**src/rtl/pipelined_adder_pkg.sv**
```systemverilog
// Shared definitions for the pipelined adder: chunk-width derivation, parameter
// legality check and the 1-bit full-adder cell used by chunk_adder.
package pipelined_adder_pkg;

    function automatic int chunk_width(input int width, input int stages);
        return (stages > 0) ? width / stages : width;
    endfunction

    function automatic bit params_legal(input int width, input int stages);
        if (stages < 1) begin
            return 1'b0;
        end
        return (width >= 2) && ((width % stages) == 0);
    endfunction

    // Returns {carry, sum} of x + y + ci.
    function automatic logic [1:0] full_add(input logic x, input logic y, input logic ci);
        return {(x & y) | (ci & (x ^ y)), x ^ y ^ ci};
    endfunction

endpackage

```
**src/rtl/pipelined_adder_chunk.sv**
```systemverilog
// chunk_adder: CW-bit combinational ripple adder built from full-adder cells.
// c_msb is the carry into the top bit, needed for signed overflow detection.
module chunk_adder
    import pipelined_adder_pkg::*;
#(
    parameter int CW = 8
) (
    input  logic [CW-1:0] a,
    input  logic [CW-1:0] b,
    input  logic          cin,
    output logic [CW-1:0] s,
    output logic          cout,
    output logic          c_msb
);

    logic [CW:0] c;

    assign c[0] = cin;

    for (genvar i = 0; i < CW; i++) begin : g_fa
        assign {c[i+1], s[i]} = full_add(a[i], b[i], c[i]);
    end

    assign cout  = c[CW];
    assign c_msb = c[CW-1];

endmodule

```
**src/rtl/pipelined_adder.sv**
```systemverilog
// pipelined_adder: WIDTH-bit adder split into STAGES chunks, one chunk per stage,
// valid/ready with full backpressure. Define PIPELINED_ADDER_SUB_EN to add a 'sub' port.
module pipelined_adder
    import pipelined_adder_pkg::*;
#(
    parameter int WIDTH  = 32,
    parameter int STAGES = 4
) (
    input  logic             clk,
    input  logic             rst_n,
    input  logic             in_valid,
    output logic             in_ready,
    input  logic [WIDTH-1:0] a,
    input  logic [WIDTH-1:0] b,
    input  logic             cin,
`ifdef PIPELINED_ADDER_SUB_EN
    input  logic             sub,
`endif
    output logic             out_valid,
    input  logic             out_ready,
    output logic [WIDTH-1:0] sum,
    output logic             cout,
    output logic             ovf
);

    localparam int CW = chunk_width(WIDTH, STAGES);

    if (!params_legal(WIDTH, STAGES)) begin : g_bad_params
        $error("pipelined_adder: WIDTH must be >= 2 and divisible by STAGES, STAGES must be >= 1");
    end

    logic             adv;
    logic [WIDTH-1:0] b_eff;
    logic             c0;

`ifdef PIPELINED_ADDER_SUB_EN
    // a - b = a + ~b + 1; cin is ignored while subtracting.
    assign b_eff = sub ? ~b : b;
    assign c0    = sub | cin;
`else
    assign b_eff = b;
    assign c0    = cin;
`endif

    // Per-stage registers: operand skew, partial-sum deskew, chunk carry, valid.
    logic [WIDTH-1:0] a_q [STAGES];
    logic [WIDTH-1:0] b_q [STAGES];
    logic [WIDTH-1:0] s_q [STAGES];
    logic             c_q [STAGES];
    logic             v_q [STAGES];
    logic             ovf_q;

    logic [CW-1:0]    ca   [STAGES];
    logic [CW-1:0]    cb   [STAGES];
    logic             ci   [STAGES];
    logic [CW-1:0]    cs   [STAGES];
    logic             co   [STAGES];
    logic             cm   [STAGES];
    logic [WIDTH-1:0] s_nx [STAGES];

    always_comb begin
        ca[0] = a[CW-1:0];
        cb[0] = b_eff[CW-1:0];
        ci[0] = c0;
        for (int k = 1; k < STAGES; k++) begin
            ca[k] = a_q[k-1][k*CW +: CW];
            cb[k] = b_q[k-1][k*CW +: CW];
            ci[k] = c_q[k-1];
        end
    end

    for (genvar k = 0; k < STAGES; k++) begin : g_stage
        chunk_adder #(
            .CW(CW)
        ) u_chunk (
            .a     (ca[k]),
            .b     (cb[k]),
            .cin   (ci[k]),
            .s     (cs[k]),
            .cout  (co[k]),
            .c_msb (cm[k])
        );
    end

    // Lower chunks ride along from the previous stage; chunk k is filled in here.
    always_comb begin
        s_nx[0] = '0;
        for (int k = 1; k < STAGES; k++) begin
            s_nx[k] = s_q[k-1];
        end
        for (int k = 0; k < STAGES; k++) begin
            s_nx[k][k*CW +: CW] = cs[k];
        end
    end

    assign adv = !v_q[STAGES-1] || out_ready;

    always_ff @(posedge clk) begin
        if (!rst_n) begin
            for (int k = 0; k < STAGES; k++) begin
                v_q[k] <= 1'b0;
                a_q[k] <= '0;
                b_q[k] <= '0;
                s_q[k] <= '0;
                c_q[k] <= 1'b0;
            end
            ovf_q <= 1'b0;
        end else if (adv) begin
            v_q[0] <= in_valid;
            a_q[0] <= a;
            b_q[0] <= b_eff;
            for (int k = 1; k < STAGES; k++) begin
                v_q[k] <= v_q[k-1];
                a_q[k] <= a_q[k-1];
                b_q[k] <= b_q[k-1];
            end
            for (int k = 0; k < STAGES; k++) begin
                s_q[k] <= s_nx[k];
                c_q[k] <= co[k];
            end
            ovf_q <= co[STAGES-1] ^ cm[STAGES-1];
        end
    end

    assign in_ready  = adv;
    assign out_valid = v_q[STAGES-1];
    assign sum       = s_q[STAGES-1];
    assign cout      = c_q[STAGES-1];
    assign ovf       = ovf_q;

endmodule

```
**config.mk**
```make
export PLATFORM = sky130hd
export DESIGN_NAME = pipelined_adder
export DESIGN_NICKNAME = d
export VERILOG_FILES = /design/src/rtl/pipelined_adder_pkg.sv /design/src/rtl/pipelined_adder_chunk.sv /design/src/rtl/pipelined_adder.sv
export SDC_FILE = /design/constraint.sdc
export NUM_CORES = 1
export LEC_CHECK = 0
export ABC_AREA = 0
export BUFFER_PORTS_ARGS = -buffer_cell sky130_fd_sc_hd__clkbuf_2
export CORE_MARGIN = 8
export CORE_UTILIZATION = 45
export DETAILED_ROUTE_END_ITERATION = 8
export PLACE_DENSITY = 0.74
export REMOVE_ABC_BUFFERS = 1
export SLEW_MARGIN = 20
export SYNTH_ARGS = -nofsm -noshare
export SYNTH_HDL_FRONTEND = slang
export SYNTH_SLANG_ARGS = --single-unit
```
**constraint.sdc**
```tcl
create_clock -name clk -period 4.8 [get_ports clk]
set_input_delay 0.48 -clock clk [delete_from_list [all_inputs] [get_ports clk]]
set_output_delay 0.48 -clock clk [all_outputs]
set_load 0.005 [all_outputs]
```
# After elaboration in Yosys (flattened, before gate mapping)
# Memories as Yosys holds them, arrays and structs flattened.
# Index checks and enable logic that the tools add are counted.
[totals] register_bits=1 latch_bits=0 ram_bits=392 romBits=0 wordCells=213 memories=5
[op_classes] n_addsub=0 n_mul=0 div_mod_pow=0 order_cmp=0 eq_ne=0 n_shift=0 n_mux=24 n_bitwise=181 n_reduce_logical=2
[memory_table] name="a_q" words=4 width=32 rd=3 rd_ports_with_merged_regs=0 write_ports=4 line="pipelined_adder.sv:46" source="logic [WIDTH-1:0] a_q [STAGES];"
[memory_table] name="b_q" words=4 width=32 rd=3 rd_ports_with_merged_regs=0 write_ports=4 line="pipelined_adder.sv:47" source="logic [WIDTH-1:0] b_q [STAGES];"
[memory_table] name="s_q" words=4 width=32 rd=4 rd_ports_with_merged_regs=0 write_ports=4 line="pipelined_adder.sv:48" source="logic [WIDTH-1:0] s_q [STAGES];"
[memory_table] name="c_q" words=4 width=1 rd=4 rd_ports_with_merged_regs=0 write_ports=4 line="pipelined_adder.sv:49" source="logic c_q [STAGES];"
[memory_table] name="v_q" words=4 width=1 rd=4 rd_ports_with_merged_regs=0 write_ports=4 line="pipelined_adder.sv:50" source="logic v_q [STAGES];"
[ops] operator="32-bit two-way mux" count=12
[ops] operator="1-bit XOR" count=65
[ops] operator="1-bit bitwise AND" count=64
[ops] operator="1-bit bitwise OR" count=52
[ops] operator="1-bit two-way mux" count=12
[ops] operator="1-bit logical NOT" count=1
[ops] operator="1-bit logical OR" count=1

# Logic depth before layout (Yosys ltp)
# Gate-level depths: netlist of the first run.
# An unclocked memory read counts as a cell.
[logic_depth] ltp_word=19 mapped_depth=13

# By module
# From an unflattened synthesis of the first run, not the netlist that was laid out.
[unflattened] hier_cells=490 hier_area_um2=7807.5
[modules_own_cells] module="pipelined_adder" n_inst=1 cells_per_inst=418 area_each_um2=7016.7 seq_area_each_um2=5515.3
[modules_own_cells] module="chunk_adder" n_inst=4 cells_per_inst=18 area_each_um2=197.7 seq_area_each_um2=0.0

# Least setup slack after synthesis of the first run
# No wires, ideal clock.
[synth_timing] kind="input port to flip-flop" from="in rst_n" to="mem a_q[0][10], enable pin" setup_ps=1456 arrival_ps=3754 t_required_ps=3344 setup_slack_ps=-411 cell_stages=3 n_path_buf=2 path_cell_list="buf_4 clkbuf_1 nand2_1"
[synth_lines] item="from (decl)" line="pipelined_adder.sv:10" source="input logic rst_n,"
[synth_lines] item="to (decl)" line="pipelined_adder.sv:46"

==> metrics.cfg, run 1 <==
[setup_path]
cp.arrival_ns = 4.43
endpoint_kind = flop
critPathMaxStageDelay_ns = 0.48
critPathRequiredTime_ns = 4.98
crit_buf_inv = 2
cp-start-kind = flop
cp_cell_sequence = fa_1, fa_1, fa_1, fa_1, fa_1, inv_1, fa_1, inv_1, fa_1, fa_1, and3_1
crit_start = a_q[0][88]
r2r_start = a_q[0][88]
critPathKind = flop to flop
crit_family = adder cells
cpMaxStageDelayCell = fa_1
cp_common_cell = fa_1
cp_max_fo = 2

[sta]
setup_ws_ns = 0.550
fmax_mhz = 235
period_share_pct = 88.5
setup_tns_ns = 0
setup_violations = 0
slew_violations = 0
final.min_clock_period_ns = 4.25
worstMarginPinSlew_ns = 1.03
rsz0062_at_grt = false
fin_skew_ns = 0.00559
slew_headroom_pct = 31.6
hold_viol_final = 0

[cts]
cts_setup_buffers = 0
clkSlewWorstSetupHoldPaths_ns = 0.06
cts_buffers = 17
cts_root_buf = clkbuf_16
cts_tree = built
cts_hold_buf = 0
h-tree-depth = 4
clock-sinks = 185
insertion_delay_ns = 0.42
cts_buffer_depth = 2
cts_resized = 0

[power_and_ir_drop]
netSwitchingPower_mw = 0.684
peakVddDrop_v = 0.000221
clkPwrFrac_pct = 39.1
p_int_mw = 2.72
p_leak_nw = 4.33
p_comb_share_pct = 5.1
p_per_area_nw_per_um2 = 384
pwr-share-seq_pct = 55.7
p_sw_share_pct = 20.1

[layout]
syn2layout_area_growth_pct = 14.9
final_nets = 670
final_cells = 807
antenna_cells = 0
drive_gt1_share_pct = 23.7

[job]
maxCapViolCount = 0

[grt]
grt_max_degree = 148
grt_antenna_before_repair = 0
grt_pass1_wl_mm = 20.5
grt_usage_pct = 11.9
gr-usage-met3_pct = 4.40
grt_use_met2_pct = 19.9
globalRouteMet1Util_pct = 13.8
grt.busiest_layer = met2
grt_pass1_vias = 4249
grt.overflow.total = 0

[routing]
drt-wirelength-per-cell_um = 15.5
drcViolationCount = 0
vias = 4015
drt_wl_total_mm = 12.5
drtIter0Drc = 291
ant_nets = 0
first_pass_iters = 4
via_per_inst = 4.98

[yosys]
syn-instance-count = 482
netlist-cell-type-count = 18
syn_area_um2 = 7710
async_flop_share_pct = 0
synth_enable_flop_cells = 178
synth_top_area_share_pct = 69.3
yosysSeqAreaShare_pct = 71.1
synth.most_common_cell = edfxtp_1
synth_area_leader_cell = edfxtp_1
synthTopCellsByArea = edfxtp_1, and3_1, fa_1
synth_ff_type = edfxtp_1
synthTopCellsByCount = edfxtp_1, and3_1, fa_1, inv_1, clkbuf_1
avgSynthCellArea_um2 = 16.0
synth_seq_cells = 185
yosysWarnings = 0

[worst_hold_path]
min_from = in_valid
holdCritPathClass = primary input to flop

[placement]
dp_cells = 775
portBuffers = 104
dp_slack_ns = 0.532
place_congestion = 0.736
dp_hpwl_mm = 7.71

[floorplanning]
row_count = 48
chipWidth_um = 147
chipHeight_um = 147
ios = 105
dieArea_um2 = 21600
fp.coreArea_um2 = 17100
start_util_pct = 45.2

[run_status]
status = finished, final reports clean

layer usage:
metal	up-vias	routed length, µm
met2	88	6440
met3	18	616
met5	-	0
met4	0	224
met1	1977	5240
li1	1932	-
state kept, by name, indices dropped and copies added (netlist names):
name and count:
a_q 48, v_q 4, c_q 4, ovf 1, b_q 48, s_q 80
cells in the final DEF, fill, tap and decap left out, drive strengths merged:
| cell | synthesis | final |
|---|---|---|
| clkinvlp | 0 | 4 |
| inv | 26 | 27 |
| o21ai | 1 | 1 |
| nand2 | 11 | 11 |
| nor2 | 7 | 7 |
| edfxtp | 178 | 178 |
| clkbuf | 24 | 122 |
| clkinv | 0 | 6 |
| xnor2 | 1 | 1 |
| bufinv | 0 | 2 |
| o211a | 3 | 3 |
| dfxtp | 7 | 7 |
| buf | 16 | 5 |
| a21oi | 1 | 1 |
| nor2b | 1 | 1 |
| a21boi | 3 | 3 |
| fa | 32 | 32 |
| and3 | 171 | 171 |
metrics by stage:
stage | utilization, % | hold slack, ns | total power [mW] | area (µm²)
final | 52.0 | 0.327 | 3.40 | 8860
after detailed placement | 48.7 | 0.477 | 2.11 | 8300
after floorplan | - | 0.437 | 2.02 | 7450
after CTS | 52.0 | 0.301 | 3.44 | 8860
after global placement | 48.7 | 0.449 | 2.10 | 8300
after global routing | 52.0 | 0.319 | 3.52 | 8860
worst paths after layout:
kind	endpoint	slack [ns]	depth (start not counted)
max	s_q[3][31]	0.55	11
min reg2reg	v_q[0]	0.49	2
min	v_q[0]	0.33	3
max reg2reg	s_q[3][31]	0.55	11
cells by family (layout without fill, tap and decap cells):
logic type	count (synthesis)	in the layout	synth area share, %
AND/OR/NAND/NOR	190	190	14.9
buffers and inverters	66	166	4.74
flip-flops	185	185	71.1
XOR/XNOR	1	1	0.114
AO/OA/AOI/OAI	8	8	0.811
adder cells (fa/ha/maj)	32	32	8.30
power by group through the flow:
stage	clock network (mW)	logic [mW]	registers, mW
floorplan	0	0.0891	1.93
detailed placement	0	0.178	1.93
global route	1.41	0.204	1.91
CTS	1.36	0.180	1.90
global placement	0	0.168	1.93
finish	1.33	0.175	1.90
worst register-to-register path, stage by stage (launching register included):
cell and delay (ns):
edfxtp_1 0.40, fa_1 0.47, fa_1 0.46, fa_1 0.43, fa_1 0.43, fa_1 0.41, inv_1 0.08, fa_1 0.16
inv_1 0.05, fa_1 0.46, fa_1 0.48, and3_1 0.18
layout make-up:
cell class                 count  area, µm²
clock buffer                  19        433
clock inverter                13        129
fill                        1442       8190
inverter                      26        100
multi-input combinational    231       1870
sequential                   185       5490
tap                          225        282
timing repair buffer         108        566
Note: power is estimated with default switching activity, not from simulation.
==> run 2: changes to the inputs <==
--- a/config.mk
+++ b/config.mk
@@ -5,7 +5,7 @@
 export SDC_FILE = /design/constraint.sdc
 export NUM_CORES = 1
 export LEC_CHECK = 0
-export ABC_AREA = 0
+export ABC_AREA = 1
 export BUFFER_PORTS_ARGS = -buffer_cell sky130_fd_sc_hd__clkbuf_2
 export CORE_MARGIN = 8
 export CORE_UTILIZATION = 45
==> run 2 against run 1 <==
  * Sequential power is essentially flat
  * Setup slack improved by 0.091 ns
  * Sequential share of layout area shrank 6.6 points
  * Final area rose by 12%
  * Worst hold slack worse by 0.059 ns
  * Critical endpoint unchanged
==> metrics.cfg, run 2 <==
[run_status]
status = finished, final reports clean

[setup_path]
cp.arrival_ns = 4.32  ; -0.11 ns
critPathKind = flop to flop
cp-start-kind = flop
critPathMaxStageDelay_ns = 0.47  ; about the same
crit_start = a_q[0][88]
crit_buf_inv = 3  ; +1
endpoint_kind = flop
crit_family = adder cells
cp_cell_sequence = fa_1, fa_1, fa_1, fa_1, fa_1, inv_1, fa_1, inv_1, fa_1, fa_1, inv_1, nor2_1
cp_common_cell = fa_1
r2r_start = a_q[0][88]
ff2ff_setup_slack_ns = 0.64  ; +0.09 ns
critPathRequiredTime_ns = 4.96  ; -0.02 ns
cpMaxStageDelayCell = fa_1
cp_max_fo = 3  ; +1

[layout]
final_cell_mix = inv_1, edfxtp_1, clkbuf_2
antenna_cells = 0  ; unchanged
multi_input_area_um2 = 2170  ; +16%
register_area_um2 = 5490  ; unchanged
postLayoutCoreUtil_pct = 51.7  ; -0.32 points
largest_register_ffs = 80  ; unchanged
drive_gt1_share_pct = 31.9  ; +8.2 points
layout_commonest_cell = inv_1
syn2layout_area_growth_pct = 14.1
fill_cells = 1659  ; +15%
reg.largest.list = s_q x80, a_q x48, b_q x48
regMostFlops = s_q
final_nets = 855  ; +28%

[placement]
portBuffers = 104  ; unchanged
place_congestion = 0.707  ; -4.0%
dp_slack_ns = 0.598  ; +0.0659 ns
dp_hpwl_mm = 7.76  ; +0.68%

[yosys]
synthTopCellsByCount = inv_1, edfxtp_1, nor2_4, nor2_1, fa_1
synthTopCellsByArea = edfxtp_1, nor2_4, inv_1
syn_area_um2 = 8700  ; +13%
yosysWarnings = 0  ; unchanged
synth_enable_flop_cells = 178  ; unchanged
synth_area_leader_cell = edfxtp_1
syn-instance-count = 645  ; +34%
async_flop_share_pct = 0  ; unchanged
yosysSeqAreaShare_pct = 63.1  ; -8.0 points
synth_ff_type = edfxtp_1
avgSynthCellArea_um2 = 13.5  ; -16%
synth.most_common_cell = inv_1
netlist-cell-type-count = 14  ; -4
synth_top_area_share_pct = 61.5  ; -7.8 points
synth_seq_cells = 185  ; unchanged

[floorplanning]
chipHeight_um = 155  ; +5.5%
fp.coreArea_um2 = 19200  ; +13%
dieArea_um2 = 24000  ; +11%
start_util_pct = 45.3  ; +0.056 points
ios = 105  ; unchanged
chipWidth_um = 155  ; +5.5%
row_count = 51  ; +6.3%

[routing]
via_per_inst = 4.01  ; -19%
vias = 4143  ; +3.2%
drcViolationCount = 0  ; unchanged
drt-wirelength-per-cell_um = 11.5  ; -26%
first_pass_iters = 4  ; unchanged
drt_wl_total_mm = 11.8  ; -5.5%
ant_nets = 0  ; unchanged
drtIter0Drc = 241  ; -17%

[cts]
clkSlewWorstSetupHoldPaths_ns = 0.07  ; about the same
cts_buffer_depth = 2  ; unchanged
cts_buffers = 17  ; unchanged
cts_resized = 0  ; unchanged
cts_hold_buf = 0  ; unchanged
cts_tree = built
clock-sinks = 185  ; unchanged
cts_setup_buffers = 0  ; unchanged
insertion_delay_ns = 0.43  ; about the same
cts_root_buf = clkbuf_16
h-tree-depth = 4  ; unchanged

[sta]
setup_violations = 0  ; unchanged
final.min_clock_period_ns = 4.16  ; -0.0905 ns
hold_viol_final = 0  ; unchanged
setup_ws_ns = 0.640  ; +0.0905 ns
slew_violations = 0  ; unchanged
period_share_pct = 86.7  ; -1.9 points
fmax_mhz = 240  ; +2.2%
slew_headroom_pct = 31.0  ; -0.63 points
rsz0062_at_grt = false
fin_skew_ns = 0.00588  ; +0.000286 ns
worstMarginPinSlew_ns = 1.04  ; +0.00946 ns
setup_tns_ns = 0  ; unchanged

[power_and_ir_drop]
peakVddDrop_v = 0.000233  ; +5.6%
p_per_area_nw_per_um2 = 358  ; -6.8%
p_leak_nw = 4.30  ; -0.71%

[worst_hold_path]
holdCritPathClass = primary input to flop
min_from = in_valid

[job]
maxCapViolCount = 0  ; unchanged

[grt]
grt.overflow.total = 0  ; unchanged
grt_usage_pct = 10.9  ; -1.1 points
grt_antenna_before_repair = 2  ; +2
grt_pass1_wl_mm = 20.6  ; +0.37%
grt_max_degree = 151  ; +2.0%
grt_pass1_vias = 4390  ; +3.3%

## run 2: power breakdown
part           total, mW  switching, mW  internal (mW)  leakage [nW]
Clock               1.38          0.641          0.734         0.273
Combinational      0.279          0.168          0.111          1.85
Sequential          1.90         0.0290           1.87          2.17
Total               3.55          0.838           2.71          4.30
## run 2: layer usage
layer  track usage, %  up-vias  share of wire (%)  wire, µm
li1                 -     2133                  -         -
met1             11.9     1918                 40      4700
met2             18.9       67                 52      6190
met3             3.74       21                5.7       673
met4             4.90        4                2.0       235
met5                0        -               0.23        27
## run 2: cell type report
type                       instances  area share [%]
clock buffer                      17            4.29
clock inverter                    15            1.56
inverter                         204            7.87
multi-input combinational        237            21.9
sequential                       185            55.3
tap                              265            3.34
timing repair buffer             109            5.75
## run 2: kinds of logic after synthesis
group	share of synthesized area [%]
flops	63.1
fa+ha+maj	7.37
compound gates	0.187
buf+inv	11.9
simple gates	17.4
## run 2: path summary, 6_finish.rpt
path                end  cells after the start
max          s_q[3][31]                     12
min              v_q[0]                      3
max reg2reg  s_q[3][31]                     12
min reg2reg      v_q[2]                      2
## run 2: tightest hold or removal path, stage by stage
cell	delay, ns
clkbuf_2	0.08
nand2_1	0.05
nand2_1	0.05
## run 2: metrics by stage
step,cells,cell area [µm²],hold slack [ns],total power [mW]
final,1032,9920,0.268,3.55
after global routing,1032,9920,0.265,3.70
after CTS,1032,9920,0.244,3.59
after detailed placement,1000,9340,0.441,2.22
after global placement,1000,9340,0.432,2.21
after floorplan,626,8420,0.419,2.15
==> run 3: changes to the inputs <==
--- a/config.mk
+++ b/config.mk
@@ -7,7 +7,6 @@
 export LEC_CHECK = 0
 export ABC_AREA = 1
 export BUFFER_PORTS_ARGS = -buffer_cell sky130_fd_sc_hd__clkbuf_2
-export CORE_MARGIN = 8
 export CORE_UTILIZATION = 45
 export DETAILED_ROUTE_END_ITERATION = 8
 export PLACE_DENSITY = 0.74
==> run 3 against run 2 <==
  * Count of clock-buffer cells in the layout unchanged
  * Non-clock buffer count down 1
  * Clock power hardly changed
  * First-iteration DRC count is 15% lower
  * Sequential cell count unchanged
  * Core utilization up 1.0 points
  * Register-to-register slack lost 0.02 ns
  * Critical endpoint unchanged
  * Highest routed layer is now met4
  * Largest cell class unchanged
  * Critical path type unchanged
  * Worst hold slack worse by 0.014 ns
  * Setup slack got worse by 0.016 ns
  * Sequential share of layout area hardly changed
==> metrics.cfg, run 3 (synthesized netlist as in run 2, its figures left out) <==
[run_status]
status = finished, final reports clean

[setup_path]
reg2regPathDepth = 12  ; unchanged
cp_cell_sequence = fa_1, fa_1, fa_1, fa_1, fa_1, inv_1, fa_1, inv_1, fa_1, fa_1, inv_1, nor2_1
cp_common_cell = fa_1
cp-endpoint = s_q[3][31]
cp.arrival_ns = 4.31  ; about the same
ff2ff_setup_slack_ns = 0.62  ; -0.02 ns
r2r_start = a_q[0][88]
critPathRequiredTime_ns = 4.94  ; -0.02 ns
rr_endpoint = s_q[3][31]
critPathMaxStageDelay_ns = 0.46  ; about the same
critPathKind = flop to flop
crit_start = a_q[0][88]
cpMaxStageDelayCell = fa_1
cp-start-kind = flop
cp_max_fo = 3  ; unchanged
endpoint_kind = flop

[worst_hold_path]
worst_hold_path.num_cells = 3  ; unchanged
holdCritPathClass = primary input to flop
min_from = in_valid

[sta]
setup_violations = 0  ; unchanged
final.min_clock_period_ns = 4.18  ; +0.0160 ns
setup_ws_ns = 0.624  ; -0.0160 ns
rsz0062_at_grt = false
fmax_mhz = 239  ; -0.38%
fin_skew_ns = 0.00575  ; -0.000132 ns
hold_viol_final = 0  ; unchanged
worstMarginPinSlew_ns = 1.02  ; -0.0149 ns
setup_tns_ns = 0  ; unchanged
period_share_pct = 87.0  ; +0.33 points
slew_violations = 0  ; unchanged
slew_headroom_pct = 32.0  ; +0.99 points

[routing]
vias = 4181  ; +0.92%
ant_nets = 0  ; unchanged
drt-wirelength-per-cell_um = 10.8  ; -6.2%
drt_wl_total_mm = 11.0  ; -6.7%
drcViolationCount = 0  ; unchanged
via_per_inst = 4.07  ; +1.4%
drtIter0Drc = 206  ; -15%
first_pass_iters = 4  ; unchanged

[floorplanning]
fp.coreArea_um2 = 18800  ; -2.0%
chipHeight_um = 141  ; -9.0%
ios = 105  ; unchanged
dieArea_um2 = 19900  ; -17%
row_count = 50  ; -2.0%
chipWidth_um = 141  ; -9.0%
start_util_pct = 46.2  ; +0.91 points

[cts]
cts_resized = 0  ; unchanged
h-tree-depth = 4  ; unchanged
cts_buffers = 17  ; unchanged
clock-sinks = 185  ; unchanged
clkSlewWorstSetupHoldPaths_ns = 0.07  ; about the same
insertion_delay_ns = 0.42  ; about the same
cts_setup_buffers = 0  ; unchanged
cts_tree = built
cts_buffer_depth = 2  ; unchanged
cts_root_buf = clkbuf_16
cts_hold_buf = 0  ; unchanged

[grt]
grt.busiest_layer = met2
grt_usage_pct = 12.6  ; +1.7 points
grt_use_met2_pct = 21.6  ; +2.7 points
gr-usage-met3_pct = 3.94  ; +0.20 points
grt_pass1_vias = 4105  ; -6.5%
grt_pass1_wl_mm = 18.9  ; -7.9%
grt_max_degree = 179  ; +19%
grt_antenna_before_repair = 1  ; -1
grt.overflow.total = 0  ; unchanged
globalRouteMet1Util_pct = 13.9  ; +2.0 points

[layout]
reg.largest.list = s_q x80, a_q x48, b_q x48
syn2layout_area_growth_pct = 14.0  ; about the same
drive_gt1_share_pct = 31.9  ; -0.089 points
multi_input_area_um2 = 2170  ; unchanged
final_nets = 854  ; -0.12%
final_cell_mix = inv_1, edfxtp_1, clkbuf_2
largest_register_ffs = 80  ; unchanged
register_area_um2 = 5490  ; unchanged
final_area_um2 = 9920  ; about the same
postLayoutCoreUtil_pct = 52.7  ; +1.0 points
fill_cells = 1623  ; -2.2%
regMostFlops = s_q
layout_commonest_cell = inv_1

[placement]
portBuffers = 104  ; unchanged
dp_hpwl_mm = 7.00  ; -9.8%
placed_area_um2 = 9330  ; -0.15%
place_congestion = 0.719  ; +1.7%
dp_slack_ns = 0.604  ; +0.00625 ns

[power_and_ir_drop]
p_per_area_nw_per_um2 = 357  ; -0.16%
peakVddDrop_v = 0.000240  ; +3.1%
p_leak_nw = 4.30  ; about the same

[job]
maxCapViolCount = 0  ; unchanged

## run 3: worst max-delay path: cells and delay by family, from the launching register on
kind,cells,cell delay [ns]
fa+ha+maj,8,3.25
flops,1,0.40
simple gates,1,0.04
buf+inv,3,0.20
## run 3: worst min-delay path by stage
stage	end	slack, ns
2_1_floorplan	v_q[1]	0.42
3_3_place_gp	v_q[1]	0.43
3_5_place_dp	v_q[2]	0.45
4_1_cts	v_q[0]	0.24
5_1_grt	v_q[0]	0.25
6_report	v_q[0]	0.25
## run 3: area by class of cell
| type | instances | share of cell area [%] |
|---|---|---|
| repair buffers | 108 | 5.68 |
| multi-input cells | 237 | 21.9 |
| clock buffers | 17 | 4.29 |
| clock inverters | 15 | 1.59 |
| inverters | 204 | 7.92 |
| well taps | 260 | 3.28 |
| diodes | 1 | 0.0252 |
| flip-flops and latches | 185 | 55.3 |
## run 3: stage by stage
step | total power [mW] | cells | hold slack (ns)
finish | 3.54 | 1027 | 0.254
global route | 3.69 | 1026 | 0.254
CTS | 3.59 | 1026 | 0.236
detailed placement | 2.22 | 994 | 0.446
global placement | 2.21 | 994 | 0.433
floorplan | 2.15 | 626 | 0.419
## run 3: per-layer routing
layer	vias to the layer above	part of all wire [%]
met5	-	0
met4	0	2.4
met3	21	4.9
met2	81	52
met1	1947	41
li1	2132	-
## run 3: report_power, final
part	total, mW	switching [mW]	internal [mW]	leakage [nW]
clock network	1.37	0.632	0.737	0.280
logic	0.279	0.167	0.111	1.85
registers	1.90	0.0293	1.87	2.17
